[src/rtl/sdrv_covox_dac_pkg.sv]
// Shared constants for the Covox/Soundrive sound path.
// The I/O port decoder uses the same port constants.
package sdrv_covox_dac_pkg;

    localparam int CH_W  = 8;
    localparam int MIX_W = 9;
    localparam int N_CH  = 4;

    localparam logic [7:0] SDRV_P0 = 8'h0F;
    localparam logic [7:0] SDRV_P1 = 8'h1F;
    localparam logic [7:0] SDRV_P2 = 8'h4F;
    localparam logic [7:0] SDRV_P3 = 8'h5F;
    localparam logic [7:0] COVOX_P = 8'hFB;

    // One-hot channel select for a Soundrive write; all zero for foreign ports.
    function automatic logic [N_CH-1:0] sdrv_sel(input logic [7:0] addr);
        logic [N_CH-1:0] sel;
        sel = '0;
        case (addr)
            SDRV_P0: sel = 4'b0001;
            SDRV_P1: sel = 4'b0010;
            SDRV_P2: sel = 4'b0100;
            SDRV_P3: sel = 4'b1000;
            default: sel = '0;
        endcase
        return sel;
    endfunction

endpackage

[src/rtl/sdrv_covox_dac_if.sv]
// Write-strobe bus from the I/O port decoder into the sound back-end.
interface sdrv_covox_dac_if;

    logic [7:0] addr_lo;
    logic [7:0] data_in;
    logic       covox_stb;
    logic       sdrv_stb;

    modport master (output addr_lo, output data_in, output covox_stb, output sdrv_stb);
    modport slave  (input  addr_lo, input  data_in, input  covox_stb, input  sdrv_stb);

endinterface

[src/rtl/sdrv_covox_dac_sd_mod.sv]
// First-order 1-bit sigma-delta modulator: ones density equals din/512.
module sd_mod
    import sdrv_covox_dac_pkg::*;
(
    input  logic             clk,
    input  logic             rst_n,
    input  logic             en,
    input  logic [MIX_W-1:0] din,
    output logic             dout
);

    logic [MIX_W-1:0] acc_p0;
    logic [MIX_W:0]   sum;

    // Accumulator wraps modulo 512; the carry out is the output bit.
    assign sum = {1'b0, acc_p0} + {1'b0, din};

    always_ff @(posedge clk or negedge rst_n) begin
        if (!rst_n) begin
            acc_p0 <= '0;
            dout   <= 1'b0;
        end else if (!en) begin
            acc_p0 <= '0;
            dout   <= 1'b0;
        end else begin
            acc_p0 <= sum[MIX_W-1:0];
            dout   <= sum[MIX_W];
        end
    end

endmodule

[src/rtl/sdrv_covox_dac.sv]
// Covox/Soundrive channel registers, stereo mixer and sigma-delta DAC outputs.
module sdrv_covox_dac
    import sdrv_covox_dac_pkg::*;
#(
    parameter logic [7:0] RST_LEVEL = 8'h80
)
(
    input  logic                clk,
    input  logic                rst_n,
    sdrv_covox_dac_if.slave     bus,
    input  logic                snd_en,
    output logic [CH_W-1:0]     ch0,
    output logic [CH_W-1:0]     ch1,
    output logic [CH_W-1:0]     ch2,
    output logic [CH_W-1:0]     ch3,
    output logic [MIX_W-1:0]    mix_l,
    output logic [MIX_W-1:0]    mix_r,
    output logic                dac_l,
    output logic                dac_r
);

    localparam logic [MIX_W-1:0] MIX_RST = {1'b0, RST_LEVEL} + {1'b0, RST_LEVEL};

    logic [CH_W-1:0] ch_p0 [N_CH];
    logic [N_CH-1:0] sel;

    assign sel = sdrv_sel(bus.addr_lo);

    // Stage p0: channel registers; a Covox write overrides any Soundrive strobe.
    always_ff @(posedge clk or negedge rst_n) begin
        if (!rst_n) begin
            for (int i = 0; i < N_CH; i++) ch_p0[i] <= RST_LEVEL;
        end else if (bus.covox_stb) begin
            for (int i = 0; i < N_CH; i++) ch_p0[i] <= bus.data_in;
        end else if (bus.sdrv_stb) begin
            for (int i = 0; i < N_CH; i++)
                if (sel[i]) ch_p0[i] <= bus.data_in;
        end
    end

    assign ch0 = ch_p0[0];
    assign ch1 = ch_p0[1];
    assign ch2 = ch_p0[2];
    assign ch3 = ch_p0[3];

    // Stage p1: stereo mix, 9 bits so the sum of two channels never overflows.
    always_ff @(posedge clk or negedge rst_n) begin
        if (!rst_n) begin
            mix_l <= MIX_RST;
            mix_r <= MIX_RST;
        end else begin
            mix_l <= {1'b0, ch_p0[0]} + {1'b0, ch_p0[1]};
            mix_r <= {1'b0, ch_p0[2]} + {1'b0, ch_p0[3]};
        end
    end

    // Stage p2: modulators.
    sd_mod u_mod_l (
        .clk   (clk),
        .rst_n (rst_n),
        .en    (snd_en),
        .din   (mix_l),
        .dout  (dac_l)
    );

    sd_mod u_mod_r (
        .clk   (clk),
        .rst_n (rst_n),
        .en    (snd_en),
        .din   (mix_r),
        .dout  (dac_r)
    );

endmodule
[src/flat_wrapper.sv]
// flat-port wrapper written by rule: the top's interface ports become plain ports
module sdrv_covox_dac_flat import sdrv_covox_dac_pkg::*;
#(
    parameter logic [7:0] RST_LEVEL = 8'h80
)
  (clk, rst_n, snd_en, ch0, ch1, ch2, ch3, mix_l, mix_r, dac_l, dac_r, bus_addr_lo, bus_data_in, bus_covox_stb, bus_sdrv_stb);
  sdrv_covox_dac_if bus_i ();
  input  logic clk;
  input  logic rst_n;
  input  logic snd_en;
  output logic [CH_W-1:0] ch0;
  output logic [CH_W-1:0] ch1;
  output logic [CH_W-1:0] ch2;
  output logic [CH_W-1:0] ch3;
  output logic [MIX_W-1:0] mix_l;
  output logic [MIX_W-1:0] mix_r;
  output logic dac_l;
  output logic dac_r;
  input wire logic [$bits(bus_i.addr_lo)-1:0] bus_addr_lo;
  input wire logic [$bits(bus_i.data_in)-1:0] bus_data_in;
  input wire logic [$bits(bus_i.covox_stb)-1:0] bus_covox_stb;
  input wire logic [$bits(bus_i.sdrv_stb)-1:0] bus_sdrv_stb;
  assign bus_i.addr_lo = bus_addr_lo;
  assign bus_i.data_in = bus_data_in;
  assign bus_i.covox_stb = bus_covox_stb;
  assign bus_i.sdrv_stb = bus_sdrv_stb;
  sdrv_covox_dac #(.RST_LEVEL(RST_LEVEL)) u_core (.clk(clk), .rst_n(rst_n), .bus(bus_i), .snd_en(snd_en), .ch0(ch0), .ch1(ch1), .ch2(ch2), .ch3(ch3), .mix_l(mix_l), .mix_r(mix_r), .dac_l(dac_l), .dac_r(dac_r));
endmodule
[config.mk]
export PLATFORM = sky130hd
export DESIGN_NAME = sdrv_covox_dac_flat
export DESIGN_NICKNAME = d
export VERILOG_FILES = /design/src/rtl/sdrv_covox_dac_pkg.sv /design/src/rtl/sdrv_covox_dac_if.sv /design/src/rtl/sdrv_covox_dac_sd_mod.sv /design/src/rtl/sdrv_covox_dac.sv /design/src/flat_wrapper.sv
export SDC_FILE = /design/constraint.sdc
export NUM_CORES = 1
export LEC_CHECK = 0
export ABC_AREA = 0
export BUFFER_PORTS_ARGS = -buffer_cell sky130_fd_sc_hd__buf_2
export CORE_UTILIZATION = 55
export CTS_CLUSTER_SIZE = 40
export DETAILED_ROUTE_END_ITERATION = 16
export HOLD_SLACK_MARGIN = 0.1
export PLACE_DENSITY = 0.8
export RECOVER_POWER = 25
export SYNTH_ARGS = -nofsm -noshare
export SYNTH_HDL_FRONTEND = slang
export SYNTH_SLANG_ARGS = --single-unit
export TNS_END_PERCENT = 10
[constraint.sdc]
create_clock -name clk -period 2.48 [get_ports clk]
set_input_delay 0.496 -clock clk [delete_from_list [all_inputs] [get_ports clk]]
set_output_delay 0.496 -clock clk [all_outputs]
set_load 0.02 [all_outputs]
---- After elaboration in Yosys (flattened, before gate mapping) ----
Cells that the tools add are included.
Widths: inputs -> output; s select.
storage, ports and cells
  bits in registers ....................... 70
  output and inout bits ................... 52
operators by class
  muxes and demuxes ....................... 11
  eq/ne operators ......................... 4
  reduce and logical (&&, ||, !) cells .... 9
  add/sub/neg operators ................... 4
operators with widths
  operator            count
  $mux 32             2
  $mux 8              4
  $add 9x9->10        2
  $add 8x8->9         2
  $mux 9              2
  $eq 8x7->1 const B  2
  $pmux 4 s4          1
  $reduce_bool 2->1   5
  $eq 8x4->1 const B  1
  $eq 8x5->1 const B  1
  $reduce_and 2->1    4
  $mux 1              2

---- Longest topological paths before layout ----
  depth after elaboration ................. 5
  gate-level depth with buffers ........... 7

---- Cells and area by module ----
From an unflattened synthesis, not the netlist that was laid out.
unflattened totals
  cell total of the unflattened synthesis .. 311
  area, all modules ....................... 3,712.3 um2
by module, submodules not included
  module          cells an instance  sequential area each (um2)  instances  area each (um2)
  sdrv_covox_dac  175                1,258.7                     1          2,338.5
  sd_mod          68                 250.2                       2          686.9

---- Worst setup path before layout ----
OpenSTA, ideal clock, no wires.
  path type ............................... flip-flop to flip-flop
  start point ............................. register u_core.mix_l[0]
  end point ............................... register u_core.u_mod_l.acc_p0[8]
  arrival time ............................ 1,914 ps
  setup time .............................. 119 ps
  buffers on the path ..................... 0
  clock period less this slack ............ 2,033 ps
  data required time ...................... 2,361 ps
  stages on the path, launching flop included .. 8
  setup slack ............................. 447 ps
  path through ............................ dfrtp_1 -> ha_1 -> fa_1 -> a211oi_1 -> o21bai_1 -> o31ai_1 -> xnor2_1 -> and2_1
on the way
  cells in the longest elaborated chain, start to end .. 2
RTL lines
  element                 RTL line                     text
  from (decl)             sdrv_covox_dac.sv:16         output logic [MIX_W-1:0] mix_l,
  from (signal assigned)  sdrv_covox_dac.sv:52         mix_l <= {1'b0, ch_p0[0]} + {1'b0, ch_p0[1]};
  $add 9x9->10            sdrv_covox_dac_sd_mod.sv:16  assign sum = {1'b0, acc_p0} + {1'b0, din};
  $mux 9                  sdrv_covox_dac_sd_mod.sv:22  end else if (!en) begin
  to (signal assigned)    sdrv_covox_dac_sd_mod.sv:26  acc_p0 <= sum[MIX_W-1:0];
  to (decl)               sdrv_covox_dac_sd_mod.sv:12  logic [MIX_W-1:0] acc_p0;
Every way passes these cells.
A chain may end at the register's enable or synchronous reset.

---- Worst setup path in the final report ----
Ends and elaborated chain as after synthesis.

==> run metrics <==
Synth Area per Inst=~13 um2; dpl hpwl=just over 5 mm; Worst EP arrival=2.27 ns; syn_nets=roughly 340; Port Buf Inserts=72; initial antenna violation count=0; final hold viol count=0; die height=82.9 um; initial core utilization=57.0%; H-tree depth=3; area of the core=6310 um2; non-filler cells, final=between 400 and 500; Layout Skew=0.00721 ns; max frequency=490 MHz; Post-synth EDFFs=0; clk buf depth=2; Final Setup Violations=0; max_slew headroom=-9.33%; hold crit path type=in -> reg; violated checks=max-capacitance violations, max-slew violations; post-route ant nets=0; first drt pass iteration count=4; synthesized cell area=approximately 3600 um2; RSZ-0062 raised after global routing=no; final slew viol count=71; crit path max fanout=3; clock slew at the register clock pins of the worst setup and hold paths=0.07 ns; first-pass GRT wire length=11.7 mm; startpoint types=flop; ys flop type=dfrtp_1; PD cells=roughly 1000 nW/um2; CP bufs+invs=0; Worst EP required=around 2.7 ns; CP endpoint kind=flop; setup tns final=0 ns; TritonCTS sink count=70; pre-CTS setup slack=0.443 ns; Yosys reg bits=70; number of global-route vias before repair=2500; Placed Instances=430; Mapped Cells=284; Tot GR Track Use=a little over a fifth; Post-layout nets=423; GRT Residual Overflow=0; Total Die Area=6870 um2; row count=29; routed wire length per instance=15.5 um; crit path time final=2.04 ns; root buffer cell=clkbuf_8; most frequent cells in the layout=72 x buf_2, 64 x dfrtp_1, 34 x ha_1; Layout area overhead=17.0%; critical path class=reg -> reg; count of cell types in the netlist=33; sequential area share after synthesis=about 49%; largest net degree at the start of global routing=between 70 and 80; Total Routed Length=between 6 and 7 mm; Num CTS Buffers=9; GPL Wtd Cong=between 0.8 and 0.9; fin crit share=around 82%; CTS tree=built; worst-margin pin slew=1.64 ns; Initial DRC Count=73; post_cts resized=0; total I/O pin count=73; Leakage=0.00209 uW; drc violations=0; crit-path leading delay family=compound AO/OA/AOI/OAI gates; CP peak stage delay=0.42 ns; slowest stage cell, crit path=fa_1; Worst VDD drop=0.000689 V; later-pin clock latency in the skew report=~0.34 ns; fin util=66.7%; final worst slack=about 0.44 ns; n_diodes=0; commonest non-fill, non-tap cell in the layout=buf_2; layout cells sized above 1=35.2%; critical-path cell list=ha_1 > fa_1 > a211oi_1 > o21bai_1 > o31ai_1 > xnor2_1 > and2_1; Max-Cap Viols=1; Vias/cell=5.59; ys async rst share=100%; status=finished, violations left; routed vias=approximately 2500; # Post-CTS Setup Buffers=0; Yosys warning count=0; Die X=82.9 um; Hold Buf Count CTS=0
## metrics by stage
stage          area, um2  hold WS, ns  power [uW]
2_1_floorplan       3600        0.200        3020
4_1_cts             4220        0.183        4360
5_1_grt             4210        0.450        4660
3_5_place_dp        4040        0.529        3510
6_report            4210        0.453        4340
3_3_place_gp        4040        0.517        3440
## Yosys cell counts, types with 6 or more instances
| library cell | instances | area (um2) |
|---|---|---|
| nand2_1 | 10 | 37.5 |
| o21ai_0 | 11 | 55.1 |
| a21o_1 | 8 | 60.1 |
| xnor2_1 | 14 | 123 |
| nor3_1 | 6 | 30.0 |
| mux2_2 | 24 | 270 |
| a21oi_1 | 21 | 105 |
| dfrtp_1 | 64 | 1600 |
| ha_1 | 34 | 425 |
| nor2_1 | 10 | 37.5 |
| and2_1 | 15 | 93.8 |
| xor2_1 | 8 | 70.1 |
| dfstp_2 | 6 | 158 |
| mux2_4 | 8 | 120 |
## logic make-up after synthesis
family	Yosys count	synth area share, %
flops	70	48.9
compound gates	56	10.8
simple gates	56	8.25
fa+ha+maj	38	14.1
mux	34	11.4
xor+xnor	22	5.36
buf+inv	8	1.25
## routing by layer
layer  up-vias  wire length [um]  GRT usage [%]
met5         -                 0              0
li1       1185                 -              -
met2        73              3450           36.2
met1      1213              3010           27.4
met3        20               268           3.98
met4         0               184           10.7
## sequential cells by signal, indices dropped and copies added (netlist names)
signal and flops:
u_core.u_mod_l.acc_p0 9, u_core.u_mod_r.acc_p0 9, u_core.ch0 8, u_core.mix_l 9, u_core.ch3 8, u_core.mix_r 9, u_core.u_mod_r.dout 1, u_core.u_mod_l.dout 1
u_core.ch1 8, u_core.ch2 8
## final timing paths
| check | from | endpoint | slack (ns) | depth (start not counted) |
|---|---|---|---|---|
| min | bus_data_in[6] | u_core.ch0[6]$_DFFE_PN0P_ | 0.45 | 2 |
| max in group asynchronous | rst_n | u_core.u_mod_r.acc_p0[8]$_DFF_PN0_ | 0.84 | 2 |
| min in group asynchronous | rst_n | u_core.u_mod_r.acc_p0[1]$_DFF_PN0_ | 0.67 | 2 |
| max reg2reg | u_core.mix_l[0]$_DFF_PN0_ | u_core.u_mod_l.acc_p0[8]$_DFF_PN0_ | 0.44 | 7 |
| max | u_core.mix_l[0]$_DFF_PN0_ | u_core.u_mod_l.acc_p0[8]$_DFF_PN0_ | 0.44 | 7 |
| min reg2reg | u_core.ch1[2]$_DFFE_PN0P_ | u_core.ch1[2]$_DFFE_PN0P_ | 0.55 | 1 |
## report_power, final
part           switching, uW  internal [uW]
Sequential               169           1440
Clock                    392            445
Combinational           1050            844
Total                   1610           2730
## worst register-to-register path: stages, from the launching register on
cell and delay (ns):
dfrtp_1 0.38, ha_1 0.24, fa_1 0.42, a211oi_1 0.27, o21bai_1 0.15, o31ai_1 0.25, xnor2_1 0.09, and2_1 0.15
## final cells by class
class	instances	area, um2
clock buffer	15	176
clock inverter	1	5.00
fill	501	2100
inverter	4	15.0
multi-input combinational	206	1790
sequential	70	1760
tap	77	96.3
timing repair buffer	73	365
Power figures use the tool's default switching activity.
